**config.mk**
```make
export PLATFORM = sky130hd
export DESIGN_NAME = tnoc_packet_packer_flat
export DESIGN_NICKNAME = d
export VERILOG_FILES = /design/src/rtl/tnoc_packet_packer_pkg.sv /design/src/rtl/tnoc_packet_packer_if.sv /design/src/rtl/tnoc_packet_packer.sv /design/src/flat_wrapper.sv
export SDC_FILE = /design/constraint.sdc
export NUM_CORES = 1
export LEC_CHECK = 0
export BUFFER_PORTS_ARGS = -buffer_cell sky130_fd_sc_hd__buf_2
export CAP_MARGIN = 20
export CORE_ASPECT_RATIO = 0.8
export CORE_MARGIN = 2
export CORE_UTILIZATION = 30
export DETAILED_ROUTE_END_ITERATION = 6
export GPL_TIMING_DRIVEN = 1
export PLACE_DENSITY = 0.82
export SLEW_MARGIN = 10
export SYNTH_ARGS = -nofsm -noshare
export SYNTH_HDL_FRONTEND = slang
export SYNTH_SLANG_ARGS = --single-unit
```
**constraint.sdc**
```tcl
create_clock -name clk -period 2.25 [get_ports clk]
set_input_delay 0.1125 -clock clk [delete_from_list [all_inputs] [get_ports clk]]
set_output_delay 0.1125 -clock clk [all_outputs]
set_load 0.1 [all_outputs]
```
**src/rtl/tnoc_packet_packer_pkg.sv**
```systemverilog
// Shared NoC definitions: configuration, packet/flit layouts and the packing
// helpers used by the packet packer.
package tnoc_packet_packer_pkg;

  typedef struct packed {
    int virtual_channels;
    int address_width;
  } tnoc_config;

  localparam tnoc_config TNOC_DEFAULT_CONFIG = '{virtual_channels: 2, address_width: 32};

  typedef enum logic {
    TNOC_LOCAL_PORT    = 1'b0,
    TNOC_INTERNAL_PORT = 1'b1
  } tnoc_port_type;

  typedef enum logic {
    TNOC_HEADER_FLIT  = 1'b0,
    TNOC_PAYLOAD_FLIT = 1'b1
  } tnoc_flit_type;

  localparam int TNOC_FLIT_DATA_WIDTH = 40;

  // Bit 4 marks a request, bit 0 marks a packet that carries payload.
  localparam logic [7:0] TNOC_READ          = 8'h10;
  localparam logic [7:0] TNOC_WRITE         = 8'h11;
  localparam logic [7:0] TNOC_RESPONSE      = 8'h20;
  localparam logic [7:0] TNOC_READ_RESPONSE = 8'h21;

  typedef struct packed {
    logic [7:0]  packet_type;
    logic [3:0]  destination_id;
    logic [3:0]  source_id;
    logic [1:0]  vc;
    logic [5:0]  tag;
    logic [31:0] address;
    logic [8:0]  burst_length;
    logic [1:0]  status;
  } tnoc_packet_header;

  typedef struct packed {
    logic [31:0] data;
    logic [3:0]  byte_enable;
    logic [1:0]  status;
    logic        response_last;
  } tnoc_packet_payload;

  typedef struct packed {
    logic [5:0] tag;
    logic [1:0] vc;
    logic [3:0] source_id;
    logic [3:0] destination_id;
    logic [7:0] packet_type;
  } tnoc_common_header_fields;

  typedef struct packed {
    logic [7:0]  burst_length;
    logic [31:0] address;
  } tnoc_request_header_fields;

  typedef struct packed {
    logic [1:0] status;
  } tnoc_response_header_fields;

  typedef struct packed {
    logic [3:0]  byte_enable;
    logic [31:0] data;
  } tnoc_write_payload;

  typedef struct packed {
    logic        response_last;
    logic [1:0]  status;
    logic [31:0] data;
  } tnoc_read_payload;

  typedef struct packed {
    tnoc_flit_type                   flit_type;
    logic                            head;
    logic                            tail;
    logic [TNOC_FLIT_DATA_WIDTH-1:0] data;
  } tnoc_flit;

  localparam int TNOC_COMMON_HEADER_WIDTH   = $bits(tnoc_common_header_fields);
  localparam int TNOC_REQUEST_HEADER_WIDTH  = $bits(tnoc_request_header_fields);
  localparam int TNOC_RESPONSE_HEADER_WIDTH = $bits(tnoc_response_header_fields);
  localparam int TNOC_WRITE_PAYLOAD_WIDTH   = $bits(tnoc_write_payload);
  localparam int TNOC_READ_PAYLOAD_WIDTH    = $bits(tnoc_read_payload);

  function automatic int calc_request_header_flits();
    return (TNOC_COMMON_HEADER_WIDTH + TNOC_REQUEST_HEADER_WIDTH + TNOC_FLIT_DATA_WIDTH - 1)
           / TNOC_FLIT_DATA_WIDTH;
  endfunction

  function automatic int calc_response_header_flits();
    return (TNOC_COMMON_HEADER_WIDTH + TNOC_RESPONSE_HEADER_WIDTH + TNOC_FLIT_DATA_WIDTH - 1)
           / TNOC_FLIT_DATA_WIDTH;
  endfunction

  function automatic int calc_header_flits();
    int req_flits;
    int rsp_flits;
    req_flits = calc_request_header_flits();
    rsp_flits = calc_response_header_flits();
    return (req_flits > rsp_flits) ? req_flits : rsp_flits;
  endfunction

  // Burst length 1..256 travels as length-1 in eight bits.
  function automatic logic [7:0] pack_burst_length(input logic [8:0] burst_length);
    logic [8:0] minus_one;
    minus_one = burst_length - 9'd1;
    return minus_one[7:0];
  endfunction

  function automatic logic is_request_packet(input logic [7:0] packet_type);
    return packet_type[4];
  endfunction

  function automatic logic is_header_only_packet(input logic [7:0] packet_type);
    return !packet_type[0];
  endfunction

endpackage

```
**src/rtl/tnoc_packet_packer_if.sv**
```systemverilog
// Packet-level endpoint interface and flit-level link interface.
interface tnoc_packet_if;
  import tnoc_packet_packer_pkg::*;

  logic               header_valid;
  logic               header_ready;
  tnoc_packet_header  header;
  logic               payload_valid;
  logic               payload_ready;
  tnoc_packet_payload payload;
  logic               payload_last;

  modport initiator (
    output header_valid, input header_ready, output header,
    output payload_valid, input payload_ready, output payload, output payload_last
  );

  modport target (
    input header_valid, output header_ready, input header,
    input payload_valid, output payload_ready, input payload, input payload_last
  );
endinterface

interface tnoc_flit_if #(
  parameter int CHANNELS = 2
);
  import tnoc_packet_packer_pkg::*;

  logic [CHANNELS-1:0] valid;
  logic [CHANNELS-1:0] ready;
  tnoc_flit            flit;
  logic [CHANNELS-1:0] vc_available;

  modport initiator (output valid, input ready, output flit, input vc_available);
  modport target    (input valid, output ready, input flit, output vc_available);
endinterface

```
**src/rtl/tnoc_packet_packer.sv**
```systemverilog
// Serializes a packet header plus payload beats into flits on one lane,
// steering valid onto the packet's virtual channel.
module tnoc_packet_packer
  import tnoc_packet_packer_pkg::*;
#(
  parameter tnoc_config    CONFIG    = TNOC_DEFAULT_CONFIG,
  parameter int            CHANNELS  = CONFIG.virtual_channels,
  parameter tnoc_port_type PORT_TYPE = TNOC_LOCAL_PORT
)(
  input  logic           clk,
  input  logic           rst_n,
  tnoc_packet_if.target  packet_in_if,
  tnoc_flit_if.initiator flit_out_if
);

  localparam int FLIT_W                = TNOC_FLIT_DATA_WIDTH;
  localparam int REQUEST_HEADER_FLITS  = calc_request_header_flits();
  localparam int RESPONSE_HEADER_FLITS = calc_response_header_flits();
  localparam int HEADER_FLITS          = calc_header_flits();
  localparam int COUNT_W               = (HEADER_FLITS > 1) ? $clog2(HEADER_FLITS) : 1;
  localparam int VC_W                  = (CHANNELS > 1) ? $clog2(CHANNELS) : 1;

  localparam logic [COUNT_W-1:0] LAST_REQUEST_COUNT  = COUNT_W'(REQUEST_HEADER_FLITS - 1);
  localparam logic [COUNT_W-1:0] LAST_RESPONSE_COUNT = COUNT_W'(RESPONSE_HEADER_FLITS - 1);

  localparam logic [0:0] HEADER  = 1'b0;
  localparam logic [0:0] PAYLOAD = 1'b1;

  logic [0:0]         r_state;
  logic [COUNT_W-1:0] r_count;
  logic [VC_W-1:0]    r_vc;
  logic               r_write_payload;

  tnoc_common_header_fields          w_common;
  tnoc_request_header_fields         w_request_fields;
  tnoc_response_header_fields        w_response_fields;
  logic [HEADER_FLITS*FLIT_W-1:0]    w_header_data;
  logic [HEADER_FLITS-1:0][FLIT_W-1:0] w_header_flits;
  tnoc_write_payload                 w_write_payload;
  tnoc_read_payload                  w_read_payload;
  logic [FLIT_W-1:0]                 w_payload_data;
  tnoc_flit                          w_flit;

  logic               w_is_request;
  logic               w_header_only;
  logic [COUNT_W-1:0] w_last_count;
  logic               w_last_header;
  logic [VC_W-1:0]    w_vc;
  logic               w_valid;
  logic               w_ready;
  logic               w_accept;

  assign w_common = '{
    tag:            packet_in_if.header.tag,
    vc:             packet_in_if.header.vc,
    source_id:      packet_in_if.header.source_id,
    destination_id: packet_in_if.header.destination_id,
    packet_type:    packet_in_if.header.packet_type
  };
  assign w_request_fields = '{
    burst_length: pack_burst_length(packet_in_if.header.burst_length),
    address:      packet_in_if.header.address
  };
  assign w_response_fields = '{status: packet_in_if.header.status};

  assign w_is_request  = is_request_packet(packet_in_if.header.packet_type);
  assign w_header_only = is_header_only_packet(packet_in_if.header.packet_type);

  // Common fields sit at the LSBs; the type-specific fields follow, rest zero.
  always_comb begin
    w_header_data = '0;
    w_header_data[TNOC_COMMON_HEADER_WIDTH-1:0] = w_common;
    if (w_is_request) begin
      w_header_data[TNOC_COMMON_HEADER_WIDTH +: TNOC_REQUEST_HEADER_WIDTH] = w_request_fields;
    end else begin
      w_header_data[TNOC_COMMON_HEADER_WIDTH +: TNOC_RESPONSE_HEADER_WIDTH] = w_response_fields;
    end
  end

  assign w_header_flits = w_header_data;

  assign w_last_count  = w_is_request ? LAST_REQUEST_COUNT : LAST_RESPONSE_COUNT;
  assign w_last_header = (r_count == w_last_count);

  assign w_write_payload = '{
    byte_enable: packet_in_if.payload.byte_enable,
    data:        packet_in_if.payload.data
  };
  assign w_read_payload = '{
    response_last: packet_in_if.payload.response_last,
    status:        packet_in_if.payload.status,
    data:          packet_in_if.payload.data
  };
  assign w_payload_data = r_write_payload
    ? {{(FLIT_W-TNOC_WRITE_PAYLOAD_WIDTH){1'b0}}, w_write_payload}
    : {{(FLIT_W-TNOC_READ_PAYLOAD_WIDTH){1'b0}}, w_read_payload};

  // The head flit steers by the live header; later flits use the latched VC.
  assign w_vc     = ((r_state == HEADER) && (r_count == '0)) ? VC_W'(packet_in_if.header.vc) : r_vc;
  assign w_valid  = (r_state == HEADER) ? packet_in_if.header_valid : packet_in_if.payload_valid;
  assign w_ready  = flit_out_if.ready[w_vc];
  assign w_accept = w_valid && w_ready;

  always_comb begin
    w_flit = '0;
    if (r_state == HEADER) begin
      w_flit.flit_type = TNOC_HEADER_FLIT;
      w_flit.head      = (r_count == '0);
      w_flit.tail      = w_last_header && w_header_only;
      w_flit.data      = w_header_flits[r_count];
    end else begin
      w_flit.flit_type = TNOC_PAYLOAD_FLIT;
      w_flit.head      = 1'b0;
      w_flit.tail      = packet_in_if.payload_last;
      w_flit.data      = w_payload_data;
    end
  end

  assign flit_out_if.flit  = w_flit;
  assign flit_out_if.valid = (rst_n && w_valid) ? (CHANNELS'(1) << w_vc) : '0;

  assign packet_in_if.header_ready  = rst_n && (r_state == HEADER) && w_accept && w_last_header;
  assign packet_in_if.payload_ready = rst_n && (r_state == PAYLOAD) && w_ready;

  always_ff @(posedge clk or negedge rst_n) begin
    if (!rst_n) begin
      r_state         <= HEADER;
      r_count         <= '0;
      r_vc            <= '0;
      r_write_payload <= 1'b0;
    end else if ((r_state == HEADER) && w_accept) begin
      if (r_count == '0) begin
        r_vc <= w_vc;
      end
      if (w_last_header) begin
        r_count         <= '0;
        r_write_payload <= w_is_request;
        if (!w_header_only) begin
          r_state <= PAYLOAD;
        end
      end else begin
        r_count <= r_count + 1'b1;
      end
    end else if ((r_state == PAYLOAD) && w_accept && packet_in_if.payload_last) begin
      r_state <= HEADER;
    end
  end

endmodule

```
**src/flat_wrapper.sv**
```systemverilog
// flat-port wrapper written by rule: the top's interface ports become plain ports
module tnoc_packet_packer_flat import tnoc_packet_packer_pkg::*;
#(
  parameter tnoc_config    CONFIG    = TNOC_DEFAULT_CONFIG,
  parameter int            CHANNELS  = CONFIG.virtual_channels,
  parameter tnoc_port_type PORT_TYPE = TNOC_LOCAL_PORT
)
  (clk, rst_n, packet_in_if_header_valid, packet_in_if_header_ready, packet_in_if_header, packet_in_if_payload_valid, packet_in_if_payload_ready, packet_in_if_payload, packet_in_if_payload_last, flit_out_if_valid, flit_out_if_ready, flit_out_if_flit, flit_out_if_vc_available);
  tnoc_packet_if packet_in_if_i ();
  tnoc_flit_if #(.CHANNELS(CHANNELS)) flit_out_if_i ();
  input  logic clk;
  input  logic rst_n;
  input wire logic [$bits(packet_in_if_i.header_valid)-1:0] packet_in_if_header_valid;
  output wire logic [$bits(packet_in_if_i.header_ready)-1:0] packet_in_if_header_ready;
  input wire logic [$bits(packet_in_if_i.header)-1:0] packet_in_if_header;
  input wire logic [$bits(packet_in_if_i.payload_valid)-1:0] packet_in_if_payload_valid;
  output wire logic [$bits(packet_in_if_i.payload_ready)-1:0] packet_in_if_payload_ready;
  input wire logic [$bits(packet_in_if_i.payload)-1:0] packet_in_if_payload;
  input wire logic [$bits(packet_in_if_i.payload_last)-1:0] packet_in_if_payload_last;
  output wire logic [$bits(flit_out_if_i.valid)-1:0] flit_out_if_valid;
  input wire logic [$bits(flit_out_if_i.ready)-1:0] flit_out_if_ready;
  output wire logic [$bits(flit_out_if_i.flit)-1:0] flit_out_if_flit;
  input wire logic [$bits(flit_out_if_i.vc_available)-1:0] flit_out_if_vc_available;
  assign packet_in_if_i.header_valid = packet_in_if_header_valid;
  assign packet_in_if_header_ready = packet_in_if_i.header_ready;
  assign packet_in_if_i.header = packet_in_if_header;
  assign packet_in_if_i.payload_valid = packet_in_if_payload_valid;
  assign packet_in_if_payload_ready = packet_in_if_i.payload_ready;
  assign packet_in_if_i.payload = packet_in_if_payload;
  assign packet_in_if_i.payload_last = packet_in_if_payload_last;
  assign flit_out_if_valid = flit_out_if_i.valid;
  assign flit_out_if_i.ready = flit_out_if_ready;
  assign flit_out_if_flit = flit_out_if_i.flit;
  assign flit_out_if_i.vc_available = flit_out_if_vc_available;
  tnoc_packet_packer #(.CONFIG(CONFIG), .CHANNELS(CHANNELS), .PORT_TYPE(PORT_TYPE)) u_core (.clk(clk), .rst_n(rst_n), .packet_in_if(packet_in_if_i), .flit_out_if(flit_out_if_i));
endmodule
```
==> results of run 1 <==
==> cells in the mapped netlist (2+ instances only) <==
| library cell | instances |
|---|---|
| sky130_fd_sc_hd__a22oi_1 | 21 |
| sky130_fd_sc_hd__nand3_1 | 2 |
| sky130_fd_sc_hd__ha_1 | 2 |
| sky130_fd_sc_hd__and2_1 | 6 |
| sky130_fd_sc_hd__o21ai_1 | 2 |
| sky130_fd_sc_hd__nand2b_1 | 2 |
| sky130_fd_sc_hd__a22o_1 | 11 |
| sky130_fd_sc_hd__a21oi_1 | 5 |
| sky130_fd_sc_hd__nor2_1 | 5 |
| sky130_fd_sc_hd__xnor2_1 | 4 |
| sky130_fd_sc_hd__clkbuf_1 | 11 |
| sky130_fd_sc_hd__inv_1 | 4 |
| sky130_fd_sc_hd__or3_1 | 2 |
| sky130_fd_sc_hd__o21ai_0 | 26 |
| sky130_fd_sc_hd__dfrtp_1 | 4 |
| sky130_fd_sc_hd__mux2_1 | 3 |
| sky130_fd_sc_hd__mux2_2 | 5 |
| sky130_fd_sc_hd__nand2_1 | 24 |
| sky130_fd_sc_hd__nor3_1 | 2 |
| sky130_fd_sc_hd__and3_1 | 2 |
==> stage by stage <==
step           instance area, um^2  hold WS [ns]  worst slack (ns)  std cells
2_1_floorplan                 1182       -0.1831           0.04158        160
3_3_place_gp                  2545      -0.06383            0.3863        352
3_5_place_dp                  2545      -0.06023            0.2139        352
4_1_cts                       2600        0.2050           0.05647        357
5_1_grt                       2601        0.2448           0.05039        357
6_report                      2601        0.2064            0.1106        357
==> worst max-delay path by stage <==
| stage | from | depth (start not counted) | endpoint | slack, ns |
|---|---|---|---|---|
| CTS | u_core.r_count$_DFFE_PN0P_ | 5 | packet_in_if_header_ready | 0.06 |
| detailed placement | u_core.r_count$_DFFE_PN0P_ | 5 | packet_in_if_header_ready | 0.21 |
| floorplan | u_core.r_state$_DFFE_PN0P_ | 4 | flit_out_if_flit[26] | 0.04 |
| global placement | u_core.r_count$_DFFE_PN0P_ | 5 | packet_in_if_header_ready | 0.39 |
| global route | u_core.r_count$_DFFE_PN0P_ | 5 | packet_in_if_header_ready | 0.05 |
| finish | u_core.r_count$_DFFE_PN0P_ | 5 | packet_in_if_header_ready | 0.11 |
==> worst register-to-register path: stages (launching register included) <==
cell                      delay, ns
sky130_fd_sc_hd__dfrtp_2       0.48
sky130_fd_sc_hd__or3b_4        0.43
sky130_fd_sc_hd__a21bo_1       0.25
sky130_fd_sc_hd__a21oi_1       0.25
sky130_fd_sc_hd__mux2_1        0.35
==> timing repair <==
| action | CTS | global route |
|---|---|---|
| setup endpoints to repair | 1 | 1 |
| gates cloned | 0 | 0 |
| endpoints found under the hold margin | 4 | 0 |
| hold buffers | 1 | 0 |
| resized for setup | 1 | 1 |
==> layer usage <==
layer,part of all wire,vias to the layer above,GRT usage
li1,-,918,-
met1,0.37,850,0.2682
met2,0.54,94,0.4619
met3,0.080,4,0.05654
met4,0.010,0,0.04852
met5,0,-,0
==> final cells by class <==
type                       instances  area (um^2)
multi-input combinational        138         1002
sequential                         4        102.6
inverter                           4        15.01
fill                             264        822.0
timing repair buffer             165         1384
tap                               42        52.55
clock buffer                       4        45.04
==> flip-flops by register name, indices dropped and copies added, names as in the netlist <==
signal and count:
u_core.r_count 1, u_core.r_state 1, u_core.r_write_payload 1, u_core.r_vc 1
==> logic make-up after synthesis <==
logic type,Yosys count
buffers and inverters,18
adder cells (fa/ha/maj),2
XOR/XNOR,5
multiplexers,8
AND/OR/NAND/NOR,52
flip-flops,4
AO/OA/AOI/OAI,71
==> run_results.csv, run 1 <==
group,metric,value,unit
synth,yosys_most_used_dff,"sky130_fd_sc_hd__dfrtp_1",
run_status,run_status,"finished, final reports clean",
synth,synthDominantCellAreaShare,0.1467,
sta,hold_viol_final,0,
layout,flow.area_growth_from_synthesis,142.0,%
clock_network,total_clock_buffers_created_by_cts,3,
sta,final.period_utilization,0.9508,
setup_path,critical_path.cell_chain,"or3b_4, a21bo_1, a21oi_1, and2_1, buf_12",
synth,muxShareOfSynthArea,0.08382,
synth,synthesized_area_divided_by_synthesized_cell_count,6.717,um^2
clock_network,htree_levels,1,
die,die_height,57.54,um
route,antenna_violating_nets_post_route,0,
setup_path,reg2reg_slack,0.37,ns
setup_path,r2r.worst_path.cells,4,
synth,yosys.area.top_type,"sky130_fd_sc_hd__a22oi_1",
synth,synth_top_family_by_area,"compound AO/OA/AOI/OAI gates",
route,drcViolationCount,0,
setup_path,setup.worst_path.end_class,"primary output",
setup_path,cp_top_family,"simple AND/OR/NAND/NOR gates",
synth,synthXorXnorAreaFrac,0.04075,
clock_network,post_cts_buffers,0,
die,fp.dieW,70.92,um
sta,worst_slew_pin_slew,0.4918,ns
synth,synth-edff-count,0,
setup_path,setup.worst_path.class,"flip-flop to primary output",
setup_path,critical_path_required,2.14,ns
layout,drive_gt1_frac,0.6476,
die,core.rowCount,19,
clock_network,tritoncts,"done",
synth,postSynthRegisterBits,4,
grt,grt_overflow_total,0,
layout,mostFrequentLayoutCell,"sky130_fd_sc_hd__buf_2",
sta,unrepaired_setup_endpoints_after_global_routing,"no",
synth,synth.top_cells.by_area,"sky130_fd_sc_hd__a22oi_1, sky130_fd_sc_hd__o21ai_0, sky130_fd_sc_hd__dfrtp_1",
clock_network,clk_root_buffer_cell,"sky130_fd_sc_hd__clkbuf_8",
die,core_area,3423,um^2
clock_network,clkSinkCount,4,
synth,synth_cells,160,
min_path,worst_case_hold_path_end_point,"u_core.r_state$_DFFE_PN0P_",
synth,yosys_warnings,0,
sta,skew,0.001758,ns
setup_path,timing.critical_path.buf_inv,1,
die,initial_utilization,0.3140,
route,detailroute.via_count,1866,
clock_network,cts.clk_slew.worst_paths,0.03,ns
layout,num-nets-final,433,
sta,setup-tns-final,0,ns
synth,ys_async_sr_fraction,1.000,
route,total_length_of_routed_wires,5053,um
setup_path,timing.critical_path.slowest_cell_delay,0.48,ns
place,globalplace.congestion,0.8432,
setup_path,regToRegEndpoint,"u_core.r_write_payload$_DFFE_PN0P_",
synth,synth-seq-area-share,0.09313,
min_path,worstHoldStart,"packet_in_if_payload_valid",
route,viasPerCell,5.227,
layout,leading_cell_types_in_the_layout_fill_and_taps_excluded,"sky130_fd_sc_hd__buf_2, sky130_fd_sc_hd__buf_12, sky130_fd_sc_hd__o21ai_2",
setup_path,worst_path_max_delay_cell,"sky130_fd_sc_hd__dfrtp_2",
sta,timing.final.setup_violations,0,
grt,global_route_wire_length_before_repair,7893,um
synth,postSynthNetCount,277,
grt,track_usage,0.2394,
grt,grt_pass1_vias,1773,
setup_path,r2r-start,"u_core.r_count$_DFFE_PN0P_",
place,dp_hpwl,4301,um
min_path,worstHoldPathCells,3,
grt,grt_antenna_before_repair,0,
setup_path,worst_setup_path_start_kind,"flip-flop",
setup_path,arrival_time_of_data_at_the_critical_path_endpoint,2.03,ns
synth,synth_compound_gate_area_share,0.4459,
sta,number_of_pins_exceeding_their_max_slew_limit_in_the_final_report,0,
route,detail_route.first_pass.iterations,4,
grt,grt_max_degree,25,
place,buffer_ports.inserted,158,
synth,synthAdderAreaFrac,0.02328,
layout,num_antenna_cells,0,
clock_network,cts.path.max_buffers,2,
die,design.portCount,162,
die,fp.dieArea,4080,um^2
route,avgRoutedWirePerCell,14.15,um
sta,maxSlewHeadroom,0.6744,
layout,final_util,0.7599,
sta,fmaxAchievable,0.4674,GHz
setup_path,critPathMaxFanout,10,
synth,netlist_area,1075,um^2
synth,synth_cell_type_count,37,
route,drt_iter0_drc,57,
clock_network,clk_latency,0.22,ns
synth,synth_simple_gate_area_frac,0.2386,
run,drv_cap,0,
min_path,worst_hold_check_path_type,"primary input to flip-flop",
sta,final_period_minus_worst_setup_slack,2.139,ns
Power of run 1 is not shown: default switching activity piles up to over one toggle a cycle in this logic, so the estimate is an artifact.
==> inputs of run 2 (changes only) <==
--- a/config.mk
+++ b/config.mk
@@ -7,12 +7,11 @@
 export LEC_CHECK = 0
 export BUFFER_PORTS_ARGS = -buffer_cell sky130_fd_sc_hd__buf_2
 export CAP_MARGIN = 20
-export CORE_ASPECT_RATIO = 0.8
-export CORE_MARGIN = 2
-export CORE_UTILIZATION = 30
+export CORE_AREA = 2 2 63 65
 export DETAILED_ROUTE_END_ITERATION = 6
+export DIE_AREA = 0 0 65 67
 export GPL_TIMING_DRIVEN = 1
-export PLACE_DENSITY = 0.82
+export PLACE_DENSITY = 0.81
 export SLEW_MARGIN = 10
 export SYNTH_ARGS = -nofsm -noshare
 export SYNTH_HDL_FRONTEND = slang
==> constraint.sdc (replaced) <==
create_clock -name clk -period 2.58 [get_ports clk]
set_input_delay 0.129 -clock clk [delete_from_list [all_inputs] [get_ports clk]]
set_output_delay 0.129 -clock clk [all_outputs]
set_load 0.1 [all_outputs]
==> run 2 against run 1 <==
  * Global-route usage is 2.0 points lower
  * Die area rose by 6.7%
  * Sequential share of layout area is 0.67 points higher
  * Worst hold slack gained 0.036 ns
  * Routed wire length fell by 2.5%
  * First-iteration DRC count is 7.0% lower
  * Final cell count grew 1.4%
  * Flip-flop and latch count stayed put
  * Via count decreased by 0.38%
  * Setup slack better by 0.25 ns
  * Cell area fell by 16%
  * Non-clock buffer count shrank 1
==> run_results.csv, run 2 (synthesis gave the netlist of run 1 again) <==
group,metric,value,unit
die,fp.dieArea,4355,um^2
die,fp.dieW,65,um
sta,setup-tns-final,0,ns
grt,grt_overflow_total,0,
sta,hold_viol_final,0,
grt,grt_max_degree,36,
route,detailroute.via_count,1859,
grt,grt_pass1_vias,1698,
grt,grt_antenna_before_repair,0,
clock_network,tritoncts,"done",
clock_network,clk_root_buffer_cell,"sky130_fd_sc_hd__clkbuf_8",
sta,fmaxAchievable,0.4497,GHz
setup_path,worst_setup_path_start_kind,"flip-flop",
setup_path,critical_path_required,2.45,ns
layout,leading_cell_types_in_the_layout_fill_and_taps_excluded,"sky130_fd_sc_hd__buf_2, sky130_fd_sc_hd__nand2_1, sky130_fd_sc_hd__a22oi_1",
sta,final_period_minus_worst_setup_slack,2.224,ns
layout,num_antenna_cells,0,
setup_path,critical_path.cell_chain,"or3b_4, a21bo_1, nand2_1, and3_1, buf_2",
run,drv_cap,0,
layout,num-nets-final,432,
layout,sequential_cell_area,101.3,um^2
setup_path,arrival_time_of_data_at_the_critical_path_endpoint,2.09,ns
route,avgRoutedWirePerCell,13.61,um
place,dp_hpwl,4175,um
die,initial_utilization,0.2981,
sta,unrepaired_setup_endpoints_after_global_routing,"no",
grt,global_route_wire_length_before_repair,7514,um
route,viasPerCell,5.135,
clock_network,total_clock_buffers_created_by_cts,3,
clock_network,post_cts_buffers,0,
sta,maxSlewHeadroom,0.6737,
layout,drive_gt1_frac,0.5701,
sta,final.period_utilization,0.8619,
route,total_length_of_routed_wires,4927,um
run_status,run_status,"finished, final reports clean",
layout,flow.area_growth_from_synthesis,104.4,%
die,design.portCount,162,
route,drcViolationCount,0,
sta,skew,0.005676,ns
place,buffer_ports.inserted,158,
sta,worst_slew_pin_slew,0.4929,ns
clock_network,htree_levels,1,
die,core_area,3606,um^2
layout,multi_input_comb_area,912.1,um^2
place,globalplace.congestion,0.8008,
setup_path,setup.worst_path.class,"flip-flop to primary output",
setup_path,critPathMaxFanout,19,
grt,track_usage,0.2198,
route,antenna_violating_nets_post_route,0,
clock_network,cts.clk_slew.worst_paths,0.04,ns
layout,fill_cells,343,
min_path,worst_hold_check_path_type,"primary input to flip-flop",
sta,number_of_pins_exceeding_their_max_slew_limit_in_the_final_report,0,
layout,mostFrequentLayoutCell,"sky130_fd_sc_hd__buf_2",
route,detail_route.first_pass.iterations,4,
die,core.rowCount,22,
setup_path,reg2reg_slack,0.66,ns
setup_path,setup.worst_path.end_class,"primary output",
clock_network,cts.path.max_buffers,2,
clock_network,clk_latency,0.22,ns
setup_path,worst_path_max_delay_cell,"sky130_fd_sc_hd__dfrtp_2",
die,die_height,67,um
route,drt_iter0_drc,53,
setup_path,timing.critical_path.slowest_cell_delay,0.52,ns
clock_network,clkSinkCount,4,
sta,timing.final.setup_violations,0,
==> run 2: worst paths after layout <==
check,start,end,cells after the start
worst max register to register,u_core.r_state$_DFFE_PN0P_,u_core.r_vc$_DFFE_PN0P_,4
min in group asynchronous,rst_n,u_core.r_write_payload$_DFFE_PN0P_,2
max in group asynchronous,rst_n,u_core.r_state$_DFFE_PN0P_,2
worst min register to register,u_core.r_vc$_DFFE_PN0P_,u_core.r_vc$_DFFE_PN0P_,1
worst min-delay path,packet_in_if_payload_valid,u_core.r_state$_DFFE_PN0P_,3
worst max-delay path,u_core.r_state$_DFFE_PN0P_,packet_in_if_payload_ready,5
==> run 2: final cells by class <==
cell class                      count  area share
Timing Repair Buffer              164      0.4841
Multi-Input combinational cell    138      0.4151
Tap cell                           48     0.02733
Inverter                            4    0.006834
Clock buffer                        4     0.02050
Sequential cell                     4     0.04613
==> run 2: per-stage QoR <==
step                      cells  hold slack, ns  area (um^2)  utilization  setup WS, ns
final                       362          0.2421         2197       0.6093        0.3564
after detailed placement    357        -0.04206         2142       0.5940        0.5729
after floorplan             160         -0.1666         1092            -       -0.6137
after CTS                   362          0.2376         2197       0.6093        0.3378
after global placement      357        -0.04641         2142       0.5940        0.5979
after global routing        362          0.2572         2197       0.6093        0.1779
==> run 2: worst max-delay path: cells and delay by family, from the launching register on <==
| kind | cells | cell delay [ns] |
|---|---|---|
| and+or+nand+nor | 3 | 0.70 |
| AOI/OAI and AO/OA | 1 | 0.24 |
| DFF | 1 | 0.52 |
| buffers and inverters | 1 | 0.41 |
==> run 2: what timing repair did <==
item / 4_1_cts / 5_1_grt
endpoints found under the hold margin: 4 / 0
gates resized for setup: 0 / 0
hold buffers: 1 / 0
==> run 2: routing by layer <==
metal | vias up | track usage | part of all wire
met5 | - | 0 | 0
li1 | 912 | - | -
met1 | 832 | 0.2281 | 0.37
met3 | 2 | 0.04730 | 0.10
met2 | 113 | 0.4485 | 0.52
met4 | 0 | 0.03989 | 0.0057
Power of run 2 is left out for the same reason.
